==> config.mk <==
export PLATFORM = sky130hd
export DESIGN_NAME = pipe_skid_reg
export DESIGN_NICKNAME = d
export VERILOG_FILES = /design/src/rtl/pipe_skid_reg.sv
export SDC_FILE = /design/constraint.sdc
export NUM_CORES = 1
export LEC_CHECK = 0
export BUFFER_PORTS_ARGS = -buffer_cell sky130_fd_sc_hd__buf_4
export CORE_MARGIN = 3
export CORE_UTILIZATION = 35
export DETAILED_ROUTE_END_ITERATION = 10
export PLACE_DENSITY_LB_ADDON = 0.1
export SYNTH_ARGS = -nofsm -noshare
export SYNTH_HDL_FRONTEND = slang
export SYNTH_SLANG_ARGS = --single-unit
==> constraint.sdc <==
create_clock -name clk -period 3.6 [get_ports clk]
set_input_delay 0.72 -clock clk [delete_from_list [all_inputs] [get_ports clk]]
set_output_delay 0.72 -clock clk [all_outputs]
set_load 0.02 [all_outputs]
==> src/rtl/pipe_skid_reg.sv <==
// +----------------------------------------------------------------------------+
// | pipe_skid_reg : two-entry skid buffer at a pipeline boundary (valid/ready) |
// | Optional perf counters: define PIPE_SKID_PERF_EN.          Revision: 1.0   |
// +----------------------------------------------------------------------------+
`default_nettype none

module pipe_skid_reg #(
  parameter int DATA_W = 16,
  parameter int LANES  = 2,
  parameter int WD_W   = 4
) (
  input  logic                      clk,
  input  logic                      rst_n,
  input  logic                      flush,
  input  logic                      in_valid,
  output logic                      in_ready,
  input  logic [LANES*DATA_W-1:0]   in_data,
  input  logic [WD_W-1:0]           in_wd,
  input  logic                      in_wen,
  output logic                      out_valid,
  input  logic                      out_ready,
  output logic [LANES*DATA_W-1:0]   out_data,
  output logic [WD_W-1:0]           out_wd,
  output logic                      out_wen
`ifdef PIPE_SKID_PERF_EN
  ,
  output logic [15:0]               perf_stall_cnt,
  output logic [15:0]               perf_flush_cnt
`endif
);

  localparam int PAY_W = LANES * DATA_W;

  typedef enum logic [1:0] {
    EMPTY = 2'b00,
    ONE   = 2'b01,
    FULL  = 2'b11
  } state_e;

  logic              main_valid_q, main_valid_d;
  logic [PAY_W-1:0]  main_data_q,  main_data_d;
  logic [WD_W-1:0]   main_wd_q,    main_wd_d;
  logic              main_wen_q,   main_wen_d;

  logic              skid_valid_q, skid_valid_d;
  logic [PAY_W-1:0]  skid_data_q,  skid_data_d;
  logic [WD_W-1:0]   skid_wd_q,    skid_wd_d;
  logic              skid_wen_q,   skid_wen_d;

  state_e            state;
  logic              acc;
  logic              tak;

  // Ready comes only from registered state so no combinational path from out_ready.
  assign in_ready  = rst_n & ~skid_valid_q;
  assign out_valid = main_valid_q;
  assign out_data  = main_data_q;
  assign out_wd    = main_wd_q;
  assign out_wen   = main_wen_q & main_valid_q;

  assign acc = in_valid & in_ready;
  assign tak = main_valid_q & out_ready;

  always_comb begin
    state = EMPTY;
    if (skid_valid_q) begin
      state = FULL;
    end else if (main_valid_q) begin
      state = ONE;
    end
  end

  always_comb begin
    main_valid_d = main_valid_q;
    main_data_d  = main_data_q;
    main_wd_d    = main_wd_q;
    main_wen_d   = main_wen_q;
    skid_valid_d = skid_valid_q;
    skid_data_d  = skid_data_q;
    skid_wd_d    = skid_wd_q;
    skid_wen_d   = skid_wen_q;

    if (flush) begin
      // Payload regs are left alone; the valid gate hides stale contents.
      main_valid_d = 1'b0;
      skid_valid_d = 1'b0;
    end else begin
      case (state)
        EMPTY: begin
          if (acc) begin
            main_valid_d = 1'b1;
            main_data_d  = in_data;
            main_wd_d    = in_wd;
            main_wen_d   = in_wen;
          end
        end
        ONE: begin
          if (acc && tak) begin
            main_data_d  = in_data;
            main_wd_d    = in_wd;
            main_wen_d   = in_wen;
          end else if (acc) begin
            skid_valid_d = 1'b1;
            skid_data_d  = in_data;
            skid_wd_d    = in_wd;
            skid_wen_d   = in_wen;
          end else if (tak) begin
            main_valid_d = 1'b0;
          end
        end
        FULL: begin
          if (tak) begin
            main_data_d  = skid_data_q;
            main_wd_d    = skid_wd_q;
            main_wen_d   = skid_wen_q;
            skid_valid_d = 1'b0;
          end
        end
        default: begin
          main_valid_d = main_valid_q;
        end
      endcase
    end
  end

  always_ff @(posedge clk) begin
    if (!rst_n) begin
      main_valid_q <= 1'b0;
      main_data_q  <= '0;
      main_wd_q    <= '0;
      main_wen_q   <= 1'b0;
      skid_valid_q <= 1'b0;
      skid_data_q  <= '0;
      skid_wd_q    <= '0;
      skid_wen_q   <= 1'b0;
    end else begin
      main_valid_q <= main_valid_d;
      main_data_q  <= main_data_d;
      main_wd_q    <= main_wd_d;
      main_wen_q   <= main_wen_d;
      skid_valid_q <= skid_valid_d;
      skid_data_q  <= skid_data_d;
      skid_wd_q    <= skid_wd_d;
      skid_wen_q   <= skid_wen_d;
    end
  end

`ifdef PIPE_SKID_PERF_EN
  logic [15:0] stall_cnt_q, stall_cnt_d;
  logic [15:0] flush_cnt_q, flush_cnt_d;

  // Both counters saturate rather than wrap.
  always_comb begin
    stall_cnt_d = stall_cnt_q;
    flush_cnt_d = flush_cnt_q;
    if (main_valid_q && !out_ready && stall_cnt_q != 16'hFFFF) begin
      stall_cnt_d = stall_cnt_q + 16'd1;
    end
    if (flush && (main_valid_q || skid_valid_q) && flush_cnt_q != 16'hFFFF) begin
      flush_cnt_d = flush_cnt_q + 16'd1;
    end
  end

  always_ff @(posedge clk) begin
    if (!rst_n) begin
      stall_cnt_q <= 16'd0;
      flush_cnt_q <= 16'd0;
    end else begin
      stall_cnt_q <= stall_cnt_d;
      flush_cnt_q <= flush_cnt_d;
    end
  end

  assign perf_stall_cnt = stall_cnt_q;
  assign perf_flush_cnt = flush_cnt_q;
`endif

endmodule

`default_nettype wire
==> impl_results.md <==
* Most common cell after layout, fill and taps aside: buf_4
* Most frequent cells in the layout: buf_4, dfxtp_1, o21ai_0
* Starting Density at 36.8%
* Post-CTS resize count at 0
* Post-DR wirelength/cell at 16.2 µm
* Final ANT Viol Nets at 0
* CTS max path bufs at 2
* Fin crit period at 2370 ps
* Core ar. at 0.0100 mm²
* Peak VDD IR at 0.156 mV
* Power, Total at 1.69 mW
* Crit end category: primary output
* Final GP Congestion at 0.710
* Ys flop type: dfxtp_1
* Finished Layout Cells at 624
* Number of diodes at 0
* Status: completed
* Post-CTS Setup Bufs at 0
* Fillers at 1069
* Ranking of synthesized cells by area: dfxtp_1, a221oi_2, o21ai_0, nor2b_1, a21oi_1
* RSZ-0062 raised after global routing: no
* Netlist Area Pre-Place at 0.00370 mm²
* Critical path peak fanout at 26
* First-pass GRT wire length at 16300 µm
* Syn Nets at 478
* Pin count of the biggest net entering global routing at 75
* Relative slew slack at 27.8%
* Cts hold-fix bufs at 0
* Worst-path clk slew at 70 ps
* Yosys warns at 0
* Final slew viol count at 0
* Final wirelength at 10100 µm
* Pwr dens at 381 mW/mm²
* CTS tree: built
* Remaining DRCs at 0
* Worst skew pair latency at 340 ps
* Ys async rst share at 0%
* Sequential area share after synthesis at 41.1%
* Die Y at 109 µm
* P&R area growth vs syn at 19.9%
* Synthesis-stage register bit count at 76
* Final net count at 529
* Count of cell types in the netlist at 25
* Die area at 0.0118 mm²
* Die X at 109 µm
* Top cell type's share of synthesized area at 41.1%
* Vias per cell at 5.21
* Worst EP required at 2880 ps
* Crit start category: input pin
* Initial antenna violation count at 0
* TritonCTS buffer count at 9
* Final Skew at 8.99 ps
* Tcrit/Tclk final at 65.7%
* First DRT Iteration DRCs at 186
* IO Count at 81
* Max Freq at 423 MHz
* MaxCap Viol Count at 0
* Worst-Margin Slew at 1080 ps
* Post-synth EDFFs at 0
* Syn avg cell area at 8.49 µm²
* Vias in the first global route at 3136
* Dpl cells at 609
* DP Wirelength at 5780 µm
* First-pass DRT Iterations at 5
* Min-Delay Path Class: reg2reg
* Vias after detailed routing at 3248
* Final hold vios at 0
* GR Overflow Total at 0
* H-tree depth at 3
* FP Rows at 36
* Proportion of layout cells with a drive suffix above 1 at 27.9%
* Crit path kind: in2out
* Lkg Pwr at 1.61 nW
* Setup violators final at 0
* Sink Count at 76
* Setup TNS Final at 0 ps
* Gr usage total at 17.5%
* Port-buffer cells at 80
* Finished Core Util at 44.2%
* Area leader, netlist: dfxtp_1
* Mapped Cells at 436
* Clock tree root buffer cell: clkbuf_8
* Crit path DAT at 1650 ps
final cells by class:
| cell class | instances | area (µm²) | area share [%] |
|---|---|---|---|
| Tap cell | 133 | 166 | 3.75 |
| Inverter | 39 | 146 | 3.30 |
| Timing Repair Buffer | 87 | 653 | 14.7 |
| Multi-Input combinational cell | 274 | 1800 | 40.6 |
| Clock inverter | 3 | 15.0 | 0.338 |
| Sequential cell | 76 | 1520 | 34.3 |
| Clock buffer | 12 | 135 | 3.04 |
worst max-delay path, cell delays in order:
cell and delay (ps):
buf_4 140, inv_2 450, nor2_1 140, buf_4 190
metal layers:
layer,up-vias,share of wire (%),global-route usage [%]
li1,1648,-,-
met1,1515,48,24.5
met2,81,47,27.8
met3,4,4.5,4.26
met4,0,0.46,3.16
met5,-,0,0
flip-flops by register name, indices dropped and copies added (netlist names):
signal / flops
out_data: 32
skid_data_q: 32
out_wd: 4
skid_wd_q: 4
main_wen_q: 1
out_valid: 1
skid_valid_q: 1
skid_wen_q: 1
final timing paths:
kind	start	to	slack, ps	cells past startpoint
worst max-delay path	rst_n	in_ready	1230	4
worst min-delay path	out_data[25]$_SDFFE_PN0P_	out_data[25]$_SDFFE_PN0P_	460	2
worst max register to register	skid_valid_q$_SDFFE_PP0P_	out_data[19]$_SDFFE_PN0P_	1580	3
worst min register to register	out_data[25]$_SDFFE_PN0P_	out_data[25]$_SDFFE_PN0P_	460	2
where the power goes:
group	internal, mW	switching, mW
registers	0.865	0.0158
clock network	0.244	0.298
logic	0.112	0.155
cell usage after synthesis, types with 2 or more instances:
cell type and count:
buf_12 3, nor2b_1 37, o21ai_0 68, inv_1 39
buf_6 2, a221oi_1 7, a221oi_2 30, o21ai_1 7
a21oi_1 39, dfxtp_1 76, buf_2 7, nand2b_1 2
clkbuf_1 35, nand3_1 37, nor3_1 37
stage by stage:
stage | hold slack [ps] | cell area [µm²] | worst slack, ps
finish | 462 | 4440 | 1230
global route | 483 | 4440 | 1160
CTS | 464 | 4440 | 1210
detailed placement | 452 | 4290 | 1080
global placement | 450 | 4290 | 1110
floorplan | 438 | 3700 | 1390
logic make-up after synthesis:
logic type             Yosys count  share of synthesized area (%)
flip-flops                      76                           41.1
AO/OA/AOI/OAI                  153                           29.7
buffers and inverters           86                           10.7
AND/OR/NAND/NOR                121                           18.5
No activity file was read; power rests on OpenSTA's default activity.
